$ cat config.mk
export PLATFORM = sky130hd
export DESIGN_NAME = dual_dac_spi
export DESIGN_NICKNAME = d
export VERILOG_FILES = /design/src/rtl/dandy_dac_pkg.sv /design/src/rtl/spi_frame_shifter.sv /design/src/rtl/dual_dac_spi.sv
export SDC_FILE = /design/constraint.sdc
export NUM_CORES = 1
export LEC_CHECK = 0
export ABC_AREA = 1
export BUFFER_PORTS_ARGS = -buffer_cell sky130_fd_sc_hd__buf_2
export CAP_MARGIN = 40
export CELL_PAD_IN_SITES_DETAIL_PLACEMENT = 1
export CELL_PAD_IN_SITES_GLOBAL_PLACEMENT = 2
export CORE_ASPECT_RATIO = 1.2
export CORE_MARGIN = 2
export CORE_UTILIZATION = 32
export CTS_CLUSTER_DIAMETER = 120
export CTS_CLUSTER_SIZE = 8
export DETAILED_ROUTE_END_ITERATION = 10
export GPL_ROUTABILITY_DRIVEN = 0
export HOLD_SLACK_MARGIN = 0.15
export PLACE_DENSITY = 0.82
export RECOVER_POWER = 25
export SLEW_MARGIN = 15
export SYNTH_ARGS = -nofsm -noshare
export SYNTH_HDL_FRONTEND = slang
export SYNTH_SLANG_ARGS = --single-unit
$ cat constraint.sdc
create_clock -name clk -period 1.9 [get_ports clk]
set_clock_uncertainty 0.1 [all_clocks]
set_input_delay 0.285 -clock clk [delete_from_list [all_inputs] [get_ports clk]]
set_output_delay 0.285 -clock clk [all_outputs]
set_load 0.03 [all_outputs]
$ cat src/rtl/dandy_dac_pkg.sv
// Shared definitions for the dual-channel SPI DAC driver: sequencer states,
// frame header constants and the channel select codes.
package dandy_dac_pkg;

  // Transfer sequence: X frame, CS gap, Y frame, CS gap, LDAC strobe.
  typedef enum logic [2:0] {
    ST_IDLE,
    ST_FRAME_X,
    ST_GAP_X,
    ST_FRAME_Y,
    ST_GAP_Y,
    ST_LATCH
  } state_t;

  // Frame bits [14:12]: unbuffered reference, 1x gain, output active.
  localparam logic [2:0] HDR_BITS = 3'b011;

  // Frame bit [15]: DAC channel A carries X, channel B carries Y.
  localparam logic CH_X = 1'b0;
  localparam logic CH_Y = 1'b1;

  localparam int FRAME_BITS = 16;

  // Build one 16-bit DAC command word; the 8-bit sample fills the top of
  // the 12-bit data field and the low nibble is left at zero.
  function automatic logic [15:0] build_word(input logic ch, input logic [7:0] sample);
    return {ch, HDR_BITS, sample, 4'b0000};
  endfunction

endpackage

$ cat src/rtl/spi_frame_shifter.sv
// Serialises one 16-bit word MSB first in SPI mode 0. A start pulse loads
// the word and drops chip select on the following cycle; done is high in
// the final cycle of the frame so a sequencer can move on without a bubble.
module spi_frame_shifter
  import dandy_dac_pkg::*;
#(
  parameter int CLK_DIV = 2
) (
  input  logic        clk,
  input  logic        reset,
  input  logic        start,
  input  logic [15:0] word,
  output logic        done,
  output logic        cs_n,
  output logic        sck,
  output logic        sdi
);

  localparam logic [7:0] DIV_LAST = 8'(CLK_DIV - 1);

  logic        active;
  logic [7:0]  div_cnt;
  logic [3:0]  bit_cnt;
  logic [15:0] shreg;

  // Last cycle of the high half of bit 0.
  assign done = active && sck && (div_cnt == DIV_LAST) && (bit_cnt == 4'd0);

  // Half-period timer and shift register; sdi only moves on the edge that
  // drops sck, so data is always stable across the rising edge.
  always_ff @(posedge clk) begin
    // NOTE: every register here is updated with <= so all of them sample the
    // pre-edge values; blocking assignments would make the result depend on
    // statement order and break the bit timing.
    if (reset) begin
      active  <= 1'b0;
      cs_n    <= 1'b1;
      sck     <= 1'b0;
      sdi     <= 1'b0;
      div_cnt <= '0;
      bit_cnt <= '0;
      shreg   <= '0;
    end else if (start) begin
      active  <= 1'b1;
      cs_n    <= 1'b0;
      sck     <= 1'b0;
      sdi     <= word[15];
      shreg   <= {word[14:0], 1'b0};
      bit_cnt <= 4'(FRAME_BITS - 1);
      div_cnt <= '0;
    end else if (active) begin
      if (div_cnt == DIV_LAST) begin
        div_cnt <= '0;
        if (!sck) begin
          sck <= 1'b1;
        end else if (bit_cnt == 4'd0) begin
          active <= 1'b0;
          cs_n   <= 1'b1;
          sck    <= 1'b0;
          sdi    <= 1'b0;
        end else begin
          sck     <= 1'b0;
          sdi     <= shreg[15];
          shreg   <= {shreg[14:0], 1'b0};
          bit_cnt <= bit_cnt - 4'd1;
        end
      end else begin
        div_cnt <= div_cnt + 8'd1;
      end
    end
  end

endmodule

$ cat src/rtl/dual_dac_spi.sv
// Drives a dual 12-bit SPI DAC from the X/Y scan-wave generator: one sample
// pair is accepted, sent as two frames through a shared shifter, and then
// both DAC outputs are latched together with an LDAC strobe.
module dual_dac_spi
  import dandy_dac_pkg::*;
#(
  parameter int CLK_DIV = 2
) (
  input  logic       clk,
  input  logic       reset,
  input  logic [7:0] xdac,
  input  logic [7:0] ydac,
  input  logic       sample_valid,
  output logic       sample_ready,
  output logic       dac_cs_n,
  output logic       dac_sck,
  output logic       dac_sdi,
  output logic       dac_ldac_n,
  output logic       update_done
);

  localparam logic [7:0] DIV_LAST = 8'(CLK_DIV - 1);

  state_t      state;
  logic [7:0]  y_reg;
  logic [7:0]  wait_cnt;
  logic        accept;
  logic        wait_last;
  logic        shift_start;
  logic        shift_done;
  logic [15:0] shift_word;

  // Ready is forced low during reset so the first post-reset cycle is the
  // first cycle that can accept a sample.
  assign sample_ready = (state == ST_IDLE) && !reset;
  assign accept       = sample_valid && sample_ready;
  assign wait_last    = (wait_cnt == DIV_LAST);

  // Pick the word and start pulse for the shifter. The X sample is captured
  // straight into the shifter on acceptance; Y is held in y_reg until its frame.
  always_comb begin
    // NOTE: defaults first so every path assigns every output; a missing
    // branch would otherwise infer a latch.
    shift_start = 1'b0;
    shift_word  = build_word(CH_X, xdac);
    case (state)
      ST_IDLE: shift_start = accept;
      ST_GAP_X: begin
        shift_start = wait_last;
        shift_word  = build_word(CH_Y, y_reg);
      end
      default: ;
    endcase
  end

  spi_frame_shifter #(
    .CLK_DIV(CLK_DIV)
  ) u_shifter (
    .clk   (clk),
    .reset (reset),
    .start (shift_start),
    .word  (shift_word),
    .done  (shift_done),
    .cs_n  (dac_cs_n),
    .sck   (dac_sck),
    .sdi   (dac_sdi)
  );

  // Transfer sequencer with registered LDAC strobe and completion pulse.
  always_ff @(posedge clk) begin
    if (reset) begin
      state       <= ST_IDLE;
      y_reg       <= '0;
      wait_cnt    <= '0;
      dac_ldac_n  <= 1'b1;
      update_done <= 1'b0;
    end else begin
      update_done <= 1'b0;
      case (state)
        ST_IDLE: begin
          if (accept) begin
            y_reg <= ydac;
            state <= ST_FRAME_X;
          end
        end
        ST_FRAME_X: begin
          if (shift_done) begin
            wait_cnt <= '0;
            state    <= ST_GAP_X;
          end
        end
        ST_GAP_X: begin
          if (wait_last) state <= ST_FRAME_Y;
          else           wait_cnt <= wait_cnt + 8'd1;
        end
        ST_FRAME_Y: begin
          if (shift_done) begin
            wait_cnt <= '0;
            state    <= ST_GAP_Y;
          end
        end
        ST_GAP_Y: begin
          if (wait_last) begin
            wait_cnt   <= '0;
            dac_ldac_n <= 1'b0;
            state      <= ST_LATCH;
          end else begin
            wait_cnt <= wait_cnt + 8'd1;
          end
        end
        ST_LATCH: begin
          if (wait_last) begin
            dac_ldac_n  <= 1'b1;
            update_done <= 1'b1;
            state       <= ST_IDLE;
          end else begin
            wait_cnt <= wait_cnt + 8'd1;
          end
        end
        default: state <= ST_IDLE;
      endcase
    end
  end

endmodule

# After elaboration in Yosys (flattened, before gate mapping)
# Cells that the tools add are included.
totals:
  reg_bits: 52
  out_inout_bits: 6
  word_cells: 102
classes:
  addsub: 3
  n_eq_ne: 16
  muxes: 44
  bitwise_logic: 1
  n_reduce_logical: 26
ops:
  columns: ["op", "n"]
  rows:
  - ["16-bit 2-to-1 mux", 6]
  - ["8-bit 2-to-1 mux", 4]
  - ["8-bit case mux with 3 select lines", 1]
  - ["4-bit 2-to-1 mux", 5]
  - ["1-bit 2-to-1 mux", 19]
  - ["3-bit 2-to-1 mux", 6]
  - ["3-bit case mux with 6 select lines", 1]
  - ["8-bit by 1-bit adder with 8-bit output (second input constant)", 2]
  - ["8-bit by 1-bit equality test with 1-bit output (second input constant)", 2]
  - ["2-bit inequality test (second input constant)", 8]
  - ["2-bit nonzero test", 5]
  - ["3-bit AND reduction", 3]
  - ["4-bit AND reduction", 2]
  - ["2-bit OR reduction", 4]
  - ["3-bit by 2-bit equality test with 1-bit output (second input constant)", 2]
  - ["3-bit equality test (second input constant)", 2]
  - ["6-bit AND reduction", 1]
  - ["1-bit logical AND", 5]
  - ["4-bit logical NOT", 1]
  - ["1-bit case mux with 2 select lines", 2]
  - ["2-bit AND reduction", 2]
  - ["4-bit by 1-bit subtractor with 4-bit output (second input constant)", 1]
  - ["3-bit by 1-bit equality test with 1-bit output (second input constant)", 1]
  - ["3-bit logical NOT", 1]
  - ["4 further kinds", 4]

# Longest topological paths before layout
logic_depth:
  ltp_word: 6
  mapped_depth: 12
  depth_no_buf: 11

# Modules after synthesis
# From an unflattened synthesis, not the netlist that was laid out.
unflattened:
  hier_cells: 407
  hier_area_um2: 2977.9
by_module_without_submodules:
  columns: ["module", "instances", "cells_per_inst", "area_per_inst_um2", "seq_area_each_um2"]
  rows:
  - ["spi_frame_shifter", 1, 231, 1754.2, 620.6]
  - ["dual_dac_spi", 1, 176, 1223.7, 420.4]

# Least setup slack after synthesis
# OpenSTA, ideal clock, no wires.
synth_path:
  path_kind: "reg-to-reg"
  from: "register state[2]"
  to: "register u_shifter.shreg[12]"
  setup_ps: 113
  t_arrival_ps: 1514
  setup_slack_ps: 173
  path_stages_with_launch: 12
  path_cell_list: "dfxtp_1 nor2_2 nand2_2 nor2_2 nand2_2 nand2_2 inv_2 buf_6 nor2_1 nor2_1 nand2_1 nor2_1"
synth_via:
  elab_chain_cells: 6
synth_rtl:
  columns: ["element", "line_no", "source"]
  rows:
  - ["start: declaration", "dual_dac_spi.sv:24", "state_t state;"]
  - ["start signal: assignment", "dual_dac_spi.sv:72", "state <= ST_IDLE;"]
  - ["start signal: assignment", "dual_dac_spi.sv:83", "state <= ST_FRAME_X;"]
  - ["start signal: assignment", "dual_dac_spi.sv:89", "state <= ST_GAP_X;"]
  - ["3-bit logical NOT (*)", "dual_dac_spi.sv:35", "assign sample_ready = (state == ST_IDLE) && !reset;"]
  - ["1-bit logical AND (*)", "dual_dac_spi.sv:35", null]
  - ["net sample_ready", "dual_dac_spi.sv:14", "output logic sample_ready,"]
  - ["1-bit logical AND (*)", "dual_dac_spi.sv:36", "assign accept = sample_valid && sample_ready;"]
  - ["1-bit case mux with 2 select lines (*)", "dual_dac_spi.sv:46", "case (state)"]
  - ["2-bit inequality test (no source line) / 2-bit nonzero test (equally long branches)", null, null]
  - ["4-bit AND reduction (no source line)", null, null]
  - ["end signal: assignment", "spi_frame_shifter.sv:48", "shreg <= {word[14:0], 1'b0};"]
  - ["end signal: assignment", "spi_frame_shifter.sv:64", "shreg <= {shreg[14:0], 1'b0};"]
  - ["end: declaration", "spi_frame_shifter.sv:24", "logic [15:0] shreg;"]
# The timed path passes the listed nets; every way through them passes the cells marked *.
# A chain may end at the register's enable or synchronous reset.

# Final worst setup path
layout_path:
  from: "register u_shifter.bit_cnt[0]"
  to: "register u_shifter.shreg[13]"
layout_via:
  elab_chain_cells: 3
layout_rtl:
  columns: ["element", "line_no", "source"]
  rows:
  - ["start: declaration", "spi_frame_shifter.sv:23", "logic [3:0] bit_cnt;"]
  - ["start signal: assignment", "spi_frame_shifter.sv:49", "bit_cnt <= 4'(FRAME_BITS - 1);"]
  - ["start signal: assignment", "spi_frame_shifter.sv:65", "bit_cnt <= bit_cnt - 4'd1;"]
  - ["4-bit logical NOT", "spi_frame_shifter.sv:56", "end else if (bit_cnt == 4'd0) begin"]
  - ["2-bit inequality test (no source line)", null, null]
  - ["4-bit AND reduction (no source line)", null, null]
# Every way passes these cells.

==> reports/metrics.csv <==
stage,metric,value,unit
timing,part of the cycle the worst path needs,92.22,%
timing,Max Fclk,0.5707,GHz
die,die width,85.57,um
flow_run,Max Cap Viol,0,
timing,Final Hold Violating Endpoints,0,
finish,Post-Layout Cell Count,513,
global_route,vias in the first global route,2475,
global_route,met1 usage,20.58,%
clocking,H-tree depth,2,
detailed_routing,drt drc,0,
die,CORE AREA,7707,um2
synth,Yosys Warn Count,0,
placed_design,dpl ws,0.03123,ns
timing,post-route setup TNS,0,ns
finish,post-route cell area,3044,um2
timing,unrepaired setup endpoints after global routing,no,
detailed_routing,Avg Vias per Cell,4.834,
placed_design,number of I/O port buffers,24,
critical_path,CP Capture Type,flop,
global_route,GRT Total Usage,16.52,%
die,IO Pins,25,
finish,"commonest cells after routing, fill and taps aside","76 x nand2_1, 65 x nor2_1, 46 x dfxtp_1",
detailed_routing,Routed Antenna Nets,0,
synth,post-synthesis sequential area ratio,37.61,%
clocking,Worst-Skew Late Latency,0.31,ns
global_route,antenna violations before repair,0,
power,Worst VDD drop,0.4246,mV
critical_path,"Max FO, Critical Path",13,
global_route,largest net degree at the start of global routing,18,
placed_design,placed instance area,2856,um2
synth,Seq cells post-synth,48,
power,LEAKAGE,1.391,nW
global_route,grt ovf,0,
timing,slew margin rel.,68.28,%
clocking,clk sink count,48,
detailed_routing,1st-pass router iterations,4,
die,initial core utilization,33.15,%
critical_path,WP data required,2.00,ns
global_route,global route hottest layer,met2,
timing,Worst Tran Pin Value,0.4708,ns
global_route,first-pass GRT wire length,11.68,mm
finish,Largest register FFs,11,
timing,Slew Limit Fails,0,
worst_hold_path,Worst Hold Class,primary input to flop,
timing,final worst slack,0.1478,ns
placed_design,HPWL after DPL,5.055,mm
synth,"Distinct cells, synth",26,
synth,Post-Synthesis Cells,382,
synth,Syn Area/Cell,6.688,um2
clocking,Clock Path Buffers,2,
die,# rows,35,
clocking,Clock transition at path regs,0.09,ns
synth,Synth Net Count,407,
detailed_routing,Vias,2480,
detailed_routing,initial DRC count,62,
clocking,CTS Buf Count,5,
timing,final worst path period need,1.752,ns
finish,n_diodes,0,
critical_path,CP Class,flop to flop,
detailed_routing,final wirelength,6.702,mm
finish,Largest Register,u_shifter.shreg,
finish,fillers,997,
finish,Area Growth Syn to Fin,19.15,%
clocking,clock root cell,clkbuf_8,
placed_design,placed cells,502,
global_route,GR Util met2,29.09,%
detailed_routing,wire per inst,13.06,um
finish,Final #Nets,445,
timing,hold_ws,0.1530,ns
power,total power,3.409,mW
die,DIE AREA,8718,um2
global_route,global-route met3 utilization,2.827,%
timing,Final setup violation count,0,
finish,layout cells sized above 1,16.15,%
finish,"commonest non-fill, non-tap cell in the layout",nand2_1,
die,Die Span Y,101.9,um
finish,utilization after layout,39.50,%
run_status,status,completed,
clocking,CTS tree,yes,
critical_path,critical path launch point type,flop,
power,PwrDens,1120,nW/um2
synth,Mapped Area,2555,um2
critical_path,CP arrival,1.85,ns
[cell type report]
| type | count | area (um2) | share of cell area (%) |
|---|---|---|---|
| clock buffer | 5 | 68.82 | 2.261 |
| tap | 92 | 115.1 | 3.781 |
| timing repair buffer | 44 | 279.0 | 9.166 |
| clock inverter | 3 | 90.09 | 2.959 |
| sequential | 48 | 963.4 | 31.65 |
| inverter | 41 | 153.9 | 5.055 |
| multi-input combinational | 280 | 1374 | 45.13 |
[worst paths after layout]
check        cells past startpoint  slack (ns)                          endpoint                              start
min reg2reg                      2        0.35             y_reg[1]$_SDFFE_PP0P_              y_reg[1]$_SDFFE_PP0P_
max                             10        0.15  u_shifter.shreg[13]$_SDFFE_PP0P_  u_shifter.bit_cnt[0]$_SDFFE_PP0P_
max reg2reg                     10        0.15  u_shifter.shreg[13]$_SDFFE_PP0P_  u_shifter.bit_cnt[0]$_SDFFE_PP0P_
min                              3        0.15             y_reg[1]$_SDFFE_PP0P_                            ydac[1]
[cell families (layout without fill, tap and decap cells)]
group / Yosys count / in the layout / share of synthesized area (%)
simple gates: 207 / 207 / 35.65
buf+inv: 54 / 93 / 8.913
flops: 48 / 48 / 37.61
compound gates: 59 / 59 / 12.14
xor+xnor: 8 / 8 / 2.743
fa+ha+maj: 6 / 6 / 2.938
[synthesized netlist by cell type, drive strengths merged]
library cell / instances / area [um2]
dfxtp: 48 / 960.9
xnor2: 2 / 17.52
clkbuf: 5 / 18.77
ha: 6 / 75.07
o21ai: 25 / 125.1
nand2: 85 / 334.1
xor2: 6 / 52.55
nand3: 30 / 150.1
a21oi: 27 / 135.1
nor3: 8 / 40.04
o21bai: 2 / 15.01
nand4: 3 / 18.77
nor2: 70 / 275.3
nor3b: 3 / 32.53
inv: 41 / 153.9
buf: 8 / 55.05
a31oi: 2 / 12.51
o211ai: 3 / 22.52
nand3b: 8 / 60.06
[report_power, final]
part | switching (mW) | total [mW] | internal (mW)
Clock | 0.371 | 1.03 | 0.658
Combinational | 0.709 | 1.12 | 0.414
Sequential | 0.0999 | 1.26 | 1.16
[critical path, cell delays in order (launching register included)]
cell and delay, ns:
dfxtp_2 0.34, inv_1 0.08, ha_1 0.14, nand2_1 0.06, nor2_2 0.16, inv_1 0.12
nand4_1 0.20, buf_4 0.23, nand3b_1 0.10, nand2_1 0.08, nor2_1 0.04
[repair_timing]
action                                  in CTS  in global routing
hold buffers                                 2                  0
endpoints found under the setup margin       9                 19
pin swaps                                    0                  1
gates resized for setup                      2                  5
setup buffers                                0                  1
hold endpoints to repair                     2                  0
[routing by layer]
metal  up-vias  share of wire [%]  wire length, um
met5         -                  0                0
met4         0                1.8              122
met3         7                2.5              165
met2        24                 49             3277
met1      1155                 47             3136
li1       1294                  -                -
No activity file was read; power rests on OpenSTA's default activity.
